### src/rtl/fft_pkg.sv
// fft_pkg: shared defaults and rounding/saturation constants for the FFT twiddle path
package fft_pkg;
  localparam int DEF_WIDTH = 12;
  localparam int DEF_FRAC_BITS = 10;
  localparam int DEF_CNT_W = 16;
  localparam int SAT_MAX = (1 << (DEF_WIDTH - 1)) - 1;
  localparam int SAT_MIN = -(1 << (DEF_WIDTH - 1));
  localparam int ROUND_K = 1 << (DEF_FRAC_BITS - 1);
endpackage

### src/rtl/cmul_round_stage_round_sat.sv
// round_sat: round-half-up by FRAC_BITS then clamp a 2*WIDTH+1 bit sum to WIDTH bits
module round_sat
  import fft_pkg::*;
#(
  parameter int WIDTH = DEF_WIDTH,
  parameter int FRAC_BITS = DEF_FRAC_BITS
) (
  input  logic signed [2*WIDTH:0]  x,
  output logic signed [WIDTH-1:0]  y,
  output logic                     sat
);
  // one guard bit so adding the rounding constant to the largest sum cannot wrap
  localparam int SW = 2*WIDTH + 2;
  localparam logic signed [SW-1:0] RND = SW'(1 << (FRAC_BITS - 1));
  localparam logic signed [SW-1:0] MAX = SW'((1 << (WIDTH - 1)) - 1);
  localparam logic signed [SW-1:0] MIN = ~MAX;
  logic signed [SW-1:0] s, t;
  logic hi, lo;
  always_comb begin
    s = {x[2*WIDTH], x} + RND;
    t = s >>> FRAC_BITS;
    hi = t > MAX;
    lo = t < MIN;
    y = hi ? MAX[WIDTH-1:0] : lo ? MIN[WIDTH-1:0] : t[WIDTH-1:0];
    sat = hi | lo;
  end
endmodule

### src/rtl/cmul_round_stage.sv
// cmul_round_stage: combine complex partial products, round and saturate, two-stage valid/ready pipe
module cmul_round_stage
  import fft_pkg::*;
#(
  parameter int WIDTH = DEF_WIDTH,
  parameter int FRAC_BITS = DEF_FRAC_BITS,
  parameter int CNT_W = DEF_CNT_W
) (
  input  logic                      clk,
  input  logic                      rst,
  input  logic                      in_valid,
  output logic                      in_ready,
  input  logic signed [2*WIDTH-1:0] p_rr,
  input  logic signed [2*WIDTH-1:0] p_ii,
  input  logic signed [2*WIDTH-1:0] p_ri,
  input  logic signed [2*WIDTH-1:0] p_ir,
  output logic                      out_valid,
  input  logic                      out_ready,
  output logic signed [WIDTH-1:0]   out_re,
  output logic signed [WIDTH-1:0]   out_im,
  output logic [1:0]                out_ovf,
  output logic                      ovf_sticky,
  output logic [CNT_W-1:0]          sat_count
);
  localparam int PW = 2*WIDTH;
  logic s1_valid, s2_load, sat_re, sat_im;
  logic [PW:0] s1_re, s1_im;
  logic signed [WIDTH-1:0] rs_re, rs_im;
  always_comb begin
    s2_load = !out_valid || out_ready;
    in_ready = !s1_valid || s2_load;
  end
  round_sat #(.WIDTH(WIDTH), .FRAC_BITS(FRAC_BITS)) u_re (.x(s1_re), .y(rs_re), .sat(sat_re));
  round_sat #(.WIDTH(WIDTH), .FRAC_BITS(FRAC_BITS)) u_im (.x(s1_im), .y(rs_im), .sat(sat_im));
  always_ff @(posedge clk) begin
    if (rst) begin
      s1_valid <= 1'b0;
      s1_re <= '0;
      s1_im <= '0;
      out_valid <= 1'b0;
      out_re <= '0;
      out_im <= '0;
      out_ovf <= '0;
      ovf_sticky <= 1'b0;
      sat_count <= '0;
    end else begin
      if (in_ready) begin
        s1_valid <= in_valid;
        if (in_valid) begin
          s1_re <= {p_rr[PW-1], p_rr} - {p_ii[PW-1], p_ii};
          s1_im <= {p_ri[PW-1], p_ri} + {p_ir[PW-1], p_ir};
        end
      end
      if (s2_load) begin
        out_valid <= s1_valid;
        if (s1_valid) begin
          out_re <= rs_re;
          out_im <= rs_im;
          out_ovf <= {sat_im, sat_re};
        end
      end
      // saturation is accounted when the sample actually leaves, not when it lands in S2
      if (out_valid && out_ready && |out_ovf) begin
        ovf_sticky <= 1'b1;
        sat_count <= &sat_count ? sat_count : sat_count + 1'b1;
      end
    end
  end
endmodule

### config.mk
export PLATFORM = sky130hd
export DESIGN_NAME = cmul_round_stage
export DESIGN_NICKNAME = d
export VERILOG_FILES = /design/src/rtl/fft_pkg.sv /design/src/rtl/cmul_round_stage_round_sat.sv /design/src/rtl/cmul_round_stage.sv
export SDC_FILE = /design/constraint.sdc
export NUM_CORES = 1
export LEC_CHECK = 0
export CAP_MARGIN = 10
export CORE_ASPECT_RATIO = 1.4
export CORE_MARGIN = 3
export CORE_UTILIZATION = 52
export CTS_CLUSTER_DIAMETER = 30
export DETAILED_ROUTE_END_ITERATION = 6
export PLACE_DENSITY = 0.86
export SETUP_SLACK_MARGIN = 0.5
export SYNTH_ARGS = -nofsm -noshare
export SYNTH_HDL_FRONTEND = slang
export SYNTH_SLANG_ARGS = --single-unit
### constraint.sdc
create_clock -name clk -period 7.3 [get_ports clk]
set_input_delay 1.095 -clock clk [delete_from_list [all_inputs] [get_ports clk]]
set_output_delay 1.095 -clock clk [all_outputs]
set_load 0.1 [all_outputs]
==> results.yml <==
die:
  start_util_pct: 53.62
  dieArea_um2: 10990
  fp.dieH_um: 122.9
  core_um2: 9459
  die_x_um: 89.47
  top_level_ports: 145
  fp-row-count: 42
setup_path:
  cp_top_family: "buffers and inverters"
  cp_common_cell: "clkdlybuf4s50_1"
  crit_arrival_ns: 2.94
  ff2ff_path_depth: 7
  cp-end-kind: "output port"
  crit_path_end: "in_ready"
  cp_max_fo: 5
  path_depth: 4
  max_stage_delay_ns: 0.99
  required_ns: 6.20
  critPathLaunch: "out_ready"
  timing.rr.end: "s1_re[22]"
  r2r_slack_ns: 4.62
  crit_path_cell_trace: "clkdlybuf4s50_1 > nor2b_1 > nand2_1 > clkdlybuf4s50_1"
  critical_path_buf_inv_count: 2
  slowest_stage: "clkdlybuf4s50_1"
  worstSetupStartpointType: "input pin"
  worstSetupPathType: "input pin to output port"
  r2r-start: "out_valid"
clock_network:
  cts.sinks: 77
  htreeDepth: 3
  worst_skew_pair.late_latency_ns: 0.33
  cts_tree: "yes"
  cts_resized: 0
  path_clk_slew_ns: 0.05
  hold_buffers: 0
  root_buffer: "clkbuf_16"
  clk_path_buf_depth: 2
  numCtsBuffers: 9
  post-cts-setup-buffers: 0
layout:
  nets: 926
  fin_cells: 892
  drive_gt1_share_pct: 3.836
  multi_input_area_um2: 3307
  fillers: 719
  n_antenna_cell: 0
  ff_latch_area_um2: 1541
  finalInstanceArea_um2: 6920
  area_growth_syn_to_layout_pct: 36.43
  final_util_pct: 73.16
timing:
  setup_slack_ns: 3.261
  timing.hold.ws_ns: 0.4637
  max_freq_mhz: 247.6
  setup_viol_count_final: 0
  finalMaxSlewViolations: 0
  hold_viol_final: 0
  rsz0062_at_grt: "false"
  fin_skew_ns: 0.003505
  fin_crit_sh_pct: 55.32
  fin_crit_ns: 4.039
  slew_headroom_pct: 32.27
  worst_pin_slew_ns: 1.013
  final.setup.tns_ns: 0
yosys:
  ys_warn_count: 0
  synth_ff_type: "dfxtp_1"
  ys_async_sr_fraction_pct: 0
  netlist_area_um2: 5072
  synthTopCellsByArea: "dfxtp_1 30%, ha_1 12%, nand2_1 5.6%"
  yosysTopAreaCellShare_pct: 30.39
  yosys-top-cells-count: "77 x dfxtp_1, 75 x nand2_1, 56 x a21oi_1, 52 x nor2_1, 49 x ha_1"
  synth_most_common_cell: "dfxtp_1"
  syn_avg_cell_area_um2: 7.963
  synth_area_leader_cell: "dfxtp_1"
  synth-edff-count: 0
  syn_nets: 786
  synth_seq_cells: 77
  netlist_instances: 637
  synthDistinctLibCells: 56
  ys_seq_area_share_pct: 30.39
global_route:
  grt_max_degree: 47
  grt_pass1_wl_um: 21230
  overflow: 0
  gr-usage-all-layers_pct: 23.81
  antenna_found_initial: 0
  grt_pass1_vias: 4949
routing:
  routed_via_density: 5.733
  wl_per_cell_um: 14.39
  drtIter0Drc: 243
  drc: 0
  vias: 5114
  ant_nets: 0
  dr.pass1.iters: 5
  totalWireLength_um: 12830
pwr:
  ir_drop_v: 0.00008775
  leakagePower_nw: 2.978
  total_power_mw: 1.328
  power_per_cell_area_nw_per_um2: 191.9
place:
  place_ws_ns: 3.283
  dpl.cell_count: 876
  placed_area_um2: 6608
  port_buffers: 144
  place_congestion: 0.8686
  dp_hpwl_um: 10120
min_path:
  hold_class: "register to register"
flow_run:
  cap_violations: 0
status:
  status: "finished, final reports clean"
-- state kept, by name, indices dropped and copies added (netlist names), 2 cells and up --
signal     count
s1_im         16
s1_re         16
sat_count     16
out_im        12
out_re        12
out_ovf        2
-- kinds of logic (layout without fill, tap and decap cells) --
kind of cell | after synthesis | after routing | share of synthesized area, %
fa+ha+maj | 49 | 49 | 12.09
compound gates | 166 | 166 | 21.68
flops | 77 | 77 | 30.39
xor+xnor | 51 | 51 | 8.806
simple gates | 232 | 232 | 22.03
mux | 3 | 3 | 0.5920
buf+inv | 59 | 204 | 4.415
-- cell type report --
cell class,count,area share [%]
inverters,40,2.170
well taps,110,1.989
clock inverters,3,0.6147
repair buffers,148,21.26
multi-input cells,501,47.79
clock buffers,13,3.905
flip-flops and latches,77,22.27
-- report_power, final --
| group | internal (mW) | total [mW] | switching, mW |
|---|---|---|---|
| logic | 0.163 | 0.391 | 0.228 |
| clock network | 0.292 | 0.453 | 0.161 |
| registers | 0.452 | 0.484 | 0.0324 |
-- worst min-delay path: cells and delay by family, from the launching register on --
| kind | cells | cell delay [ns] |
|---|---|---|
| flip-flops | 1 | 0.31 |
| AND/OR/NAND/NOR | 1 | 0.05 |
| AO/OA/AOI/OAI | 1 | 0.05 |
-- how the worst min path moves through the flow --
| stage | from | end | slack [ns] | depth (start not counted) |
|---|---|---|---|---|
| finish | out_re[11] | out_re[11] | 0.46 | 2 |
| global route | out_re[11] | out_re[11] | 0.48 | 2 |
| CTS | out_re[11] | out_re[11] | 0.46 | 2 |
| detailed placement | out_re[11] | out_re[11] | 0.46 | 2 |
| global placement | out_re[11] | out_re[11] | 0.44 | 2 |
| floorplan | s1_re[14] | s1_re[14] | 0.45 | 2 |
-- cell usage in the layout (no fill, tap or decap), types with 27 or more instances in the layout --
| cell type | instances |
|---|---|
| clkdlybuf4s50_1 | 144 |
| dfxtp_1 | 77 |
| nand2_1 | 75 |
| a21oi_1 | 56 |
| nor2_1 | 52 |
| ha_1 | 49 |
| inv_1 | 40 |
| o21ai_0 | 40 |
| nand3_1 | 34 |
| xor2_1 | 27 |
-- metal layers --
layer / GRT usage (%) / up-vias / part of all wire (%)
met5: 0 / - / 0
met4: 10.99 / 0 / 2.7
met3: 3.627 / 29 / 4.9
met2: 41.97 / 181 / 51
met1: 27.63 / 2348 / 41
li1: - / 2556 / -
Note: power is estimated with default switching activity, not from simulation.
